--- src/rtl/long_div_pipe.sv ---
// Bit-serial (num_in * 2^len) mod modulus, used to move operands into the Montgomery R-domain.
// Optional quotient output ld_quot is enabled by defining LONG_DIV_QUOT_EN.
module long_div_pipe #(
  parameter int WIDTH = 32,
  parameter int LEN_W = 8
) (
  input  logic             clk,
  input  logic             rst,
  input  logic             md_start,
  input  logic [LEN_W-1:0] len,
  input  logic [WIDTH-1:0] num_in,
  input  logic [WIDTH-1:0] modulus,
  output logic             busy,
  output logic             md_end,
  output logic             md_err,
  output logic [WIDTH-1:0] ld_out
`ifdef LONG_DIV_QUOT_EN
  ,
  output logic [WIDTH-1:0] ld_quot
`endif
);

  localparam int IDX_W = (WIDTH > 2) ? $clog2(WIDTH) : 1;
  localparam logic [IDX_W-1:0] IDX_MAX = IDX_W'(WIDTH - 1);

  typedef enum logic [1:0] {IDLE, REDUCE, SHIFT, DONE} state_t;

  state_t           state;
  logic [WIDTH-1:0] num_r;
  logic [WIDTH-1:0] mod_r;
  logic [LEN_W-1:0] len_r;
  logic [IDX_W-1:0] idx;
  logic [WIDTH-1:0] r;

  logic [WIDTH:0]   t_red;
  logic [WIDTH:0]   t_shf;
  logic [WIDTH-1:0] r_red;
  logic [WIDTH-1:0] r_shf;

  // t is one bit wider than r so 2r or {r,bit} never overflows before the compare
  function automatic logic mod_ge(input logic [WIDTH:0] t, input logic [WIDTH-1:0] m);
    return t >= {1'b0, m};
  endfunction

  function automatic logic [WIDTH-1:0] mod_sub(input logic [WIDTH:0] t, input logic [WIDTH-1:0] m);
    logic [WIDTH:0] d;
    d = t - {1'b0, m};
    return mod_ge(t, m) ? d[WIDTH-1:0] : t[WIDTH-1:0];
  endfunction

  assign t_red = {r, num_r[WIDTH-1]};
  assign t_shf = {r, 1'b0};
  assign r_red = mod_sub(t_red, mod_r);
  assign r_shf = mod_sub(t_shf, mod_r);

`ifdef LONG_DIV_QUOT_EN
  logic [WIDTH-1:0] quot_r;
  logic             q_red;
  assign q_red = mod_ge(t_red, mod_r);
`endif

  always_ff @(posedge clk or posedge rst) begin
    if (rst) begin
      state  <= IDLE;
      busy   <= 1'b0;
      md_end <= 1'b0;
      md_err <= 1'b0;
      ld_out <= '0;
      num_r  <= '0;
      mod_r  <= '0;
      len_r  <= '0;
      idx    <= '0;
      r      <= '0;
`ifdef LONG_DIV_QUOT_EN
      quot_r  <= '0;
      ld_quot <= '0;
`endif
    end else begin
      md_end <= 1'b0;
      case (state)
        IDLE: begin
          if (md_start) begin
            num_r  <= num_in;
            mod_r  <= modulus;
            len_r  <= len;
            md_err <= 1'b0;
            busy   <= 1'b1;
            r      <= '0;
            idx    <= IDX_MAX;
`ifdef LONG_DIV_QUOT_EN
            quot_r <= '0;
`endif
            state  <= (modulus == '0) ? DONE : REDUCE;
          end
        end
        // Input reduction: long division of num_in, MSB first
        REDUCE: begin
          r     <= r_red;
          num_r <= {num_r[WIDTH-2:0], 1'b0};
          idx   <= idx - 1'b1;
`ifdef LONG_DIV_QUOT_EN
          quot_r <= {quot_r[WIDTH-2:0], q_red};
`endif
          if (idx == '0) begin
            if (len_r == '0) begin
              ld_out <= r_red;
              md_end <= 1'b1;
              busy   <= 1'b0;
              state  <= IDLE;
`ifdef LONG_DIV_QUOT_EN
              ld_quot <= {quot_r[WIDTH-2:0], q_red};
`endif
            end else begin
              state <= SHIFT;
            end
          end
        end
        // Doubling: one modular doubling per remaining len step
        SHIFT: begin
          r     <= r_shf;
          len_r <= len_r - 1'b1;
          if (len_r == LEN_W'(1)) begin
            ld_out <= r_shf;
            md_end <= 1'b1;
            busy   <= 1'b0;
            state  <= IDLE;
`ifdef LONG_DIV_QUOT_EN
            ld_quot <= quot_r;
`endif
          end
        end
        DONE: begin
          ld_out <= '0;
          md_end <= 1'b1;
          md_err <= 1'b1;
          busy   <= 1'b0;
          state  <= IDLE;
`ifdef LONG_DIV_QUOT_EN
          ld_quot <= '0;
`endif
        end
        default: state <= IDLE;
      endcase
    end
  end

endmodule

--- config.mk ---
export PLATFORM = sky130hd
export DESIGN_NAME = long_div_pipe
export DESIGN_NICKNAME = d
export VERILOG_FILES = /design/src/rtl/long_div_pipe.sv
export SDC_FILE = /design/constraint.sdc
export NUM_CORES = 1
export LEC_CHECK = 0
export ABC_AREA = 1
export BUFFER_PORTS_ARGS = -buffer_cell sky130_fd_sc_hd__buf_2
export CAP_MARGIN = 20
export CORE_MARGIN = 2
export CORE_UTILIZATION = 55
export DETAILED_ROUTE_END_ITERATION = 6
export PLACE_DENSITY = 0.79
export SLEW_MARGIN = 30
export SYNTH_ARGS = -nofsm -noshare
export SYNTH_HDL_FRONTEND = slang
export SYNTH_SLANG_ARGS = --single-unit
--- constraint.sdc ---
create_clock -name clk -period 6 [get_ports clk]
set_clock_uncertainty 0.1 [all_clocks]
set_input_delay 0 -clock clk [delete_from_list [all_inputs] [get_ports clk]]
set_output_delay 0 -clock clk [all_outputs]
set_load 0.01 [all_outputs]
==> impl.org <==
** Critical path
- Worst path most repeated cell :: sky130_fd_sc_hd__nand2_1
- Slowest library cell on the worst path :: sky130_fd_sc_hd__inv_2
- Crit path cell chain :: ha_1, nand2_1, inv_1, nand2_1, nand2_1, nand2_1, nand2_1, nand2_2, nand2_2, nand2_2, nand3_4, inv_2, nand2_1, nand3_1, nand2_1, nand2_1, nand2_1
- Crit path launch type :: register
- The worst setup path is captured at a register.
- In this run the critical register-to-register path is captured at ld_out[10]$_DFFE_PP0P_.
- Critical path peak fanout :: 49
- Family of cells with the greatest summed delay on the critical path :: simple AND/OR/NAND/NOR gates
- Counting both buffers and inverters, the worst setup path holds a total of 2.
- Category of the most critical setup path :: register to register
- Setup crit start :: r[2]$_DFFE_PP0P_
- CP max stage delay :: 570 ps
- Critical path required time :: 6220 ps
- For the worst flop-to-flop path, the logic depth is 17.
- In this run the critical register-to-register path is launched from r[2]$_DFFE_PP0P_.
- Minimum setup slack among reg-to-reg paths :: 2490 ps
- WP data arrival :: 3730 ps

** Floorplan
- Once the floorplan was initialized, standard cells occupied 56.24% of the core.
- The initialized floorplan defines 51 standard-cell rows.
- In this run the count of I/O pins placed on the die edge is 110.
- The total area inside the core boundary comes to 19590 um^2.
- Die Span Y :: 145.5 um
- Die Outline Area :: 21180 um^2
- Width of the chip :: 145.5 um

** Layout
- After the last flow step, the layout net total stands at 2045.
- Total non-filler cell area in the finished layout :: 13090 um^2
- Area added between synthesis and finish :: 18.79%
- In the final layout, the share of cells above drive strength 1 is 10.26%.
- In the final layout, the multi-input gates occupy 6121 um^2.
- Antenna diode instance count :: 0
- Counting the fill cells in the layout gives 1705.
- In the final layout, flip-flops and latches occupy 3654 um^2.

** Yosys
- Summing every instance area after synthesis gives 11020 um^2.
- The netlist uses 41 different library cells.
- Synthesized-area fraction occupied by xor and xnor cells :: 2.623%
- The synthesized design contains 0 enable-type register cells.
- Area share of the largest cell type after synthesis :: 33.16%
- By area, the combinational part of the netlist is dominated by simple AND/OR/NAND/NOR gates.
- After synthesis, the share of flip-flops with an asynchronous set or reset is 100.0%.
- Dominant register cell in the synthesized netlist :: sky130_fd_sc_hd__dfrtp_1
- Syn Inst Count :: 1778
- Yosys attributes the largest share of cell area to sky130_fd_sc_hd__dfrtp_1 (33%), sky130_fd_sc_hd__nand2_1 (28%), sky130_fd_sc_hd__inv_1 (8.6%), sky130_fd_sc_hd__nand3_1 (5.4%), sky130_fd_sc_hd__ha_1 (4.7%).
- Library cell occupying the most area in the post-synthesis netlist :: sky130_fd_sc_hd__dfrtp_1
- Average footprint of a synthesized cell :: 6.197 um^2
- Sequential cells were found to cover 33.16% of the synthesized design area.
- Fraction of the mapped netlist area in compound gates :: 7.370%
- Arithmetic-cell share of the synthesized area counting full adders, half adders and majority gates :: 5.019%
- Summing the areas of all and, or, nand and nor instances in the mapped netlist gives 40.15% of the synthesized area.
- Flip-flop and latch count after synthesis :: 146
- Multiplexer fraction of the synthesized cell area :: 0%
- Total number of yosys warnings :: 0
- Synthesis produced a netlist with a net count of 1896.

** Global routing
- After global routing the overflow that remains totals 0.
- Maximum number of pins on one net before global-route repair :: 85
- Number of global-route vias before repair :: 11320
- The first global-routing pass estimated 57160 um of wire.
- Global routing consumed, over all layers together, 33.45% of the routing resources.
- The initial antenna violation count is 0.

** Clock tree
- Clock sinks :: 146
- Number of buffers on the longest clock path :: 2
- Clock latency on the worst-skew pair, taken at its later pin, is 440 ps.
- In this run, CTS created clock tree buffers numbering 17.
- H-Tree Level Count :: 4
- The root buffer cell chosen for the clock tree is sky130_fd_sc_hd__clkbuf_16.
- The number of gates resized after CTS was 0.
- Clock-pin slew was measured on the worst setup and hold paths at 70 ps.
- TritonCTS clock tree :: yes

** Pwr
- After layout, the design draws a total of 5.291 mW.
- In this run, the clock network consumes 22.8% of the power.
- Dividing total power by cell area gives a power density of 404.2 nW/um^2.
- Switching fraction of total power :: 48.51%
- Worst voltage drop across the vdd grid :: 0.0004189 V
- In this run the power spent charging and discharging nets is 2.566 mW.
- The internal power of the cells totals 2.724 mW.
- Share of power burned in combinational logic :: 49.8%
- Sequential cell fraction of total power :: 27.4%
- For this design the static power due to leakage is 7.699 nW.

** Placed design
- Post-placement worst setup slack :: 2287 ps
- Cell area reported after detailed placement :: 11670 um^2
- Buffers on Ports :: 109
- Final Wtd Congestion :: 1.020
- Once detailed placement completed, the half-perimeter wirelength came to 23900 um.

** Timing
- The number of pins exceeding their max-slew limit in the final report was 0.
- Fin worst setup slack :: 2488 ps
- Headroom to the max-slew limit came out at 31.65%.
- In the final timing run, aggregate negative setup slack is 0 ps.
- RSZ-0062 raised after global routing :: false
- Pin slew with the least headroom to its limit :: 1023 ps
- Setup violations remaining at the end of the flow were counted as 0.
- Static timing analysis puts the maximum clock frequency at 0.2847 GHz.
- The smallest clock period supported by the final layout is computed as 3512 ps.
- The worst path uses 58.54% of the clock period.
- Final hold violation count :: 0
- Hold WS :: 174.8 ps

** Drt
- In the routed design, unresolved DRC markers number 0.
- Routed via count divided by cell count :: 5.429
- Summed over all layers, the routed wires come to 35670 um.
- Met3 wire length :: 2945 um
- In the detailed route, the total length drawn on met2 is 16230 um.
- Total number of vias :: 11970
- Routed metal-1 wire length :: 15150 um
- The first detailed-routing pass ran for 6 iterations.
- In this run the top signal layer used is met4.
- In this run the remaining antenna-violating nets after routing total 0.
- Dividing the detail-routed wire length by the instance count gives 16.18 um.
- DRC marker count from the first detailed-route iteration :: 1194

** Min path
- The path class of the tightest hold or removal check is input pin to async pin.

** Run
- The tool flagged a number of max-cap violations equal to 0.

** Status
- The flow ran to the end, and the final reports show no timing, DRC or antenna violations.
-- timing repair --
item / 4_1_cts / 5_1_grt
hold endpoints to repair: 157 / 0
buffers inserted: 0 / 0
hold buffers: 74 / 0
-- worst max-delay path by stage --
stage	endpoint	slack [ps]	depth (start not counted)
after floorplan	busy$_DFFE_PP0P_	1980	1
after global placement	r[26]$_DFFE_PP0P_	2440	7
after detailed placement	r[12]$_DFFE_PP0P_	2290	7
after CTS	r[12]$_DFFE_PP0P_	2230	7
after global routing	ld_out[10]$_DFFE_PP0P_	2200	18
final	ld_out[10]$_DFFE_PP0P_	2490	17
-- through the flow --
stage / std cells / utilization (%)
floorplan: 1778 / -
global placement: 2098 / 59.60
detailed placement: 2098 / 59.60
CTS: 2204 / 66.66
global route: 2205 / 66.81
finish: 2205 / 66.81
-- state kept, by name, summed over array words and instances (netlist names) --
signal  flops
idx         5
state       2
r          32
ld_out     32
md_end      1
md_err      1
busy        1
num_r      32
len_r       8
mod_r      32
-- routing by layer --
metal,global-route usage [%],vias up
li1,-,5753
met1,45.65,5489
met2,54.05,627
met3,4.702,102
met4,13.28,0
met5,0,-
-- placed cells by master, fill, tap and decap left out, types with 10 or more instances in the layout --
master                            n
sky130_fd_sc_hd__xor2_1          23
sky130_fd_sc_hd__dfrtp_1        146
sky130_fd_sc_hd__a21oi_1         24
sky130_fd_sc_hd__buf_2          109
sky130_fd_sc_hd__nand4_1         11
sky130_fd_sc_hd__ha_1            40
sky130_fd_sc_hd__clkbuf_16       17
sky130_fd_sc_hd__inv_2           10
sky130_fd_sc_hd__xnor2_1         10
sky130_fd_sc_hd__o21ai_0         68
sky130_fd_sc_hd__nand3_1        118
sky130_fd_sc_hd__nor2_1          88
sky130_fd_sc_hd__a31oi_1         33
sky130_fd_sc_hd__nand2_1        825
sky130_fd_sc_hd__inv_1          249
sky130_fd_sc_hd__dlygate4sd3_1   74
sky130_fd_sc_hd__nor2_2          12
-- Yosys cell counts (2+ instances only) --
cell                         n
sky130_fd_sc_hd__inv_1     252
sky130_fd_sc_hd__nor3_1      8
sky130_fd_sc_hd__inv_2       7
sky130_fd_sc_hd__a21oi_1    25
sky130_fd_sc_hd__nor4_1      7
sky130_fd_sc_hd__buf_2      19
sky130_fd_sc_hd__nand3_2     6
sky130_fd_sc_hd__xor2_1     23
sky130_fd_sc_hd__o22ai_1     5
sky130_fd_sc_hd__clkbuf_1   30
sky130_fd_sc_hd__o21a_1      3
sky130_fd_sc_hd__o21ai_0    69
sky130_fd_sc_hd__buf_6       4
sky130_fd_sc_hd__o21ai_2     4
sky130_fd_sc_hd__dfrtp_1   146
sky130_fd_sc_hd__nor2_2     12
sky130_fd_sc_hd__xnor2_1    10
sky130_fd_sc_hd__ha_1       41
sky130_fd_sc_hd__a31oi_1    33
sky130_fd_sc_hd__fa_1        2
sky130_fd_sc_hd__nand3_1   118
sky130_fd_sc_hd__nand4_1    11
sky130_fd_sc_hd__nor2_1     90
sky130_fd_sc_hd__nand2_1   826
sky130_fd_sc_hd__buf_1       4
sky130_fd_sc_hd__nand2_2     8
-- tightest hold or removal path, cell delays in order --
cell and delay (ps):
sky130_fd_sc_hd__dlygate4sd3_1 530, sky130_fd_sc_hd__buf_2 140, sky130_fd_sc_hd__inv_6 540
-- cells by family (layout without fill, tap and decap cells) --
logic type | Yosys count | count (layout)
AOI/OAI and AO/OA | 145 | 145
xor gates and xnor gates | 33 | 33
adders and majority gates | 43 | 43
buffers and inverters | 320 | 482
DFF | 146 | 146
and+or+nand+nor | 1091 | 1091
-- layout make-up --
type | instances | share of cell area [%]
Timing Repair Buffer | 190 | 10.38
Multi-Input combinational cell | 1312 | 46.76
Tap cell | 265 | 2.533
Clock buffer | 18 | 3.355
Sequential cell | 146 | 27.91
Clock inverter | 14 | 1.558
Inverter | 260 | 7.495
-- power by group through the flow --
| stage | clock (mW) | sequential [mW] | combinational, mW |
|---|---|---|---|
| after global placement | 0 | 1.43 | 2.40 |
| after detailed placement | 0 | 1.44 | 2.45 |
| after CTS | 1.20 | 1.43 | 2.51 |
| final | 1.21 | 1.45 | 2.63 |
| after global routing | 1.25 | 1.48 | 2.89 |
| after floorplan | 0 | 1.41 | 1.84 |
No activity file was read; power rests on OpenSTA's default activity.
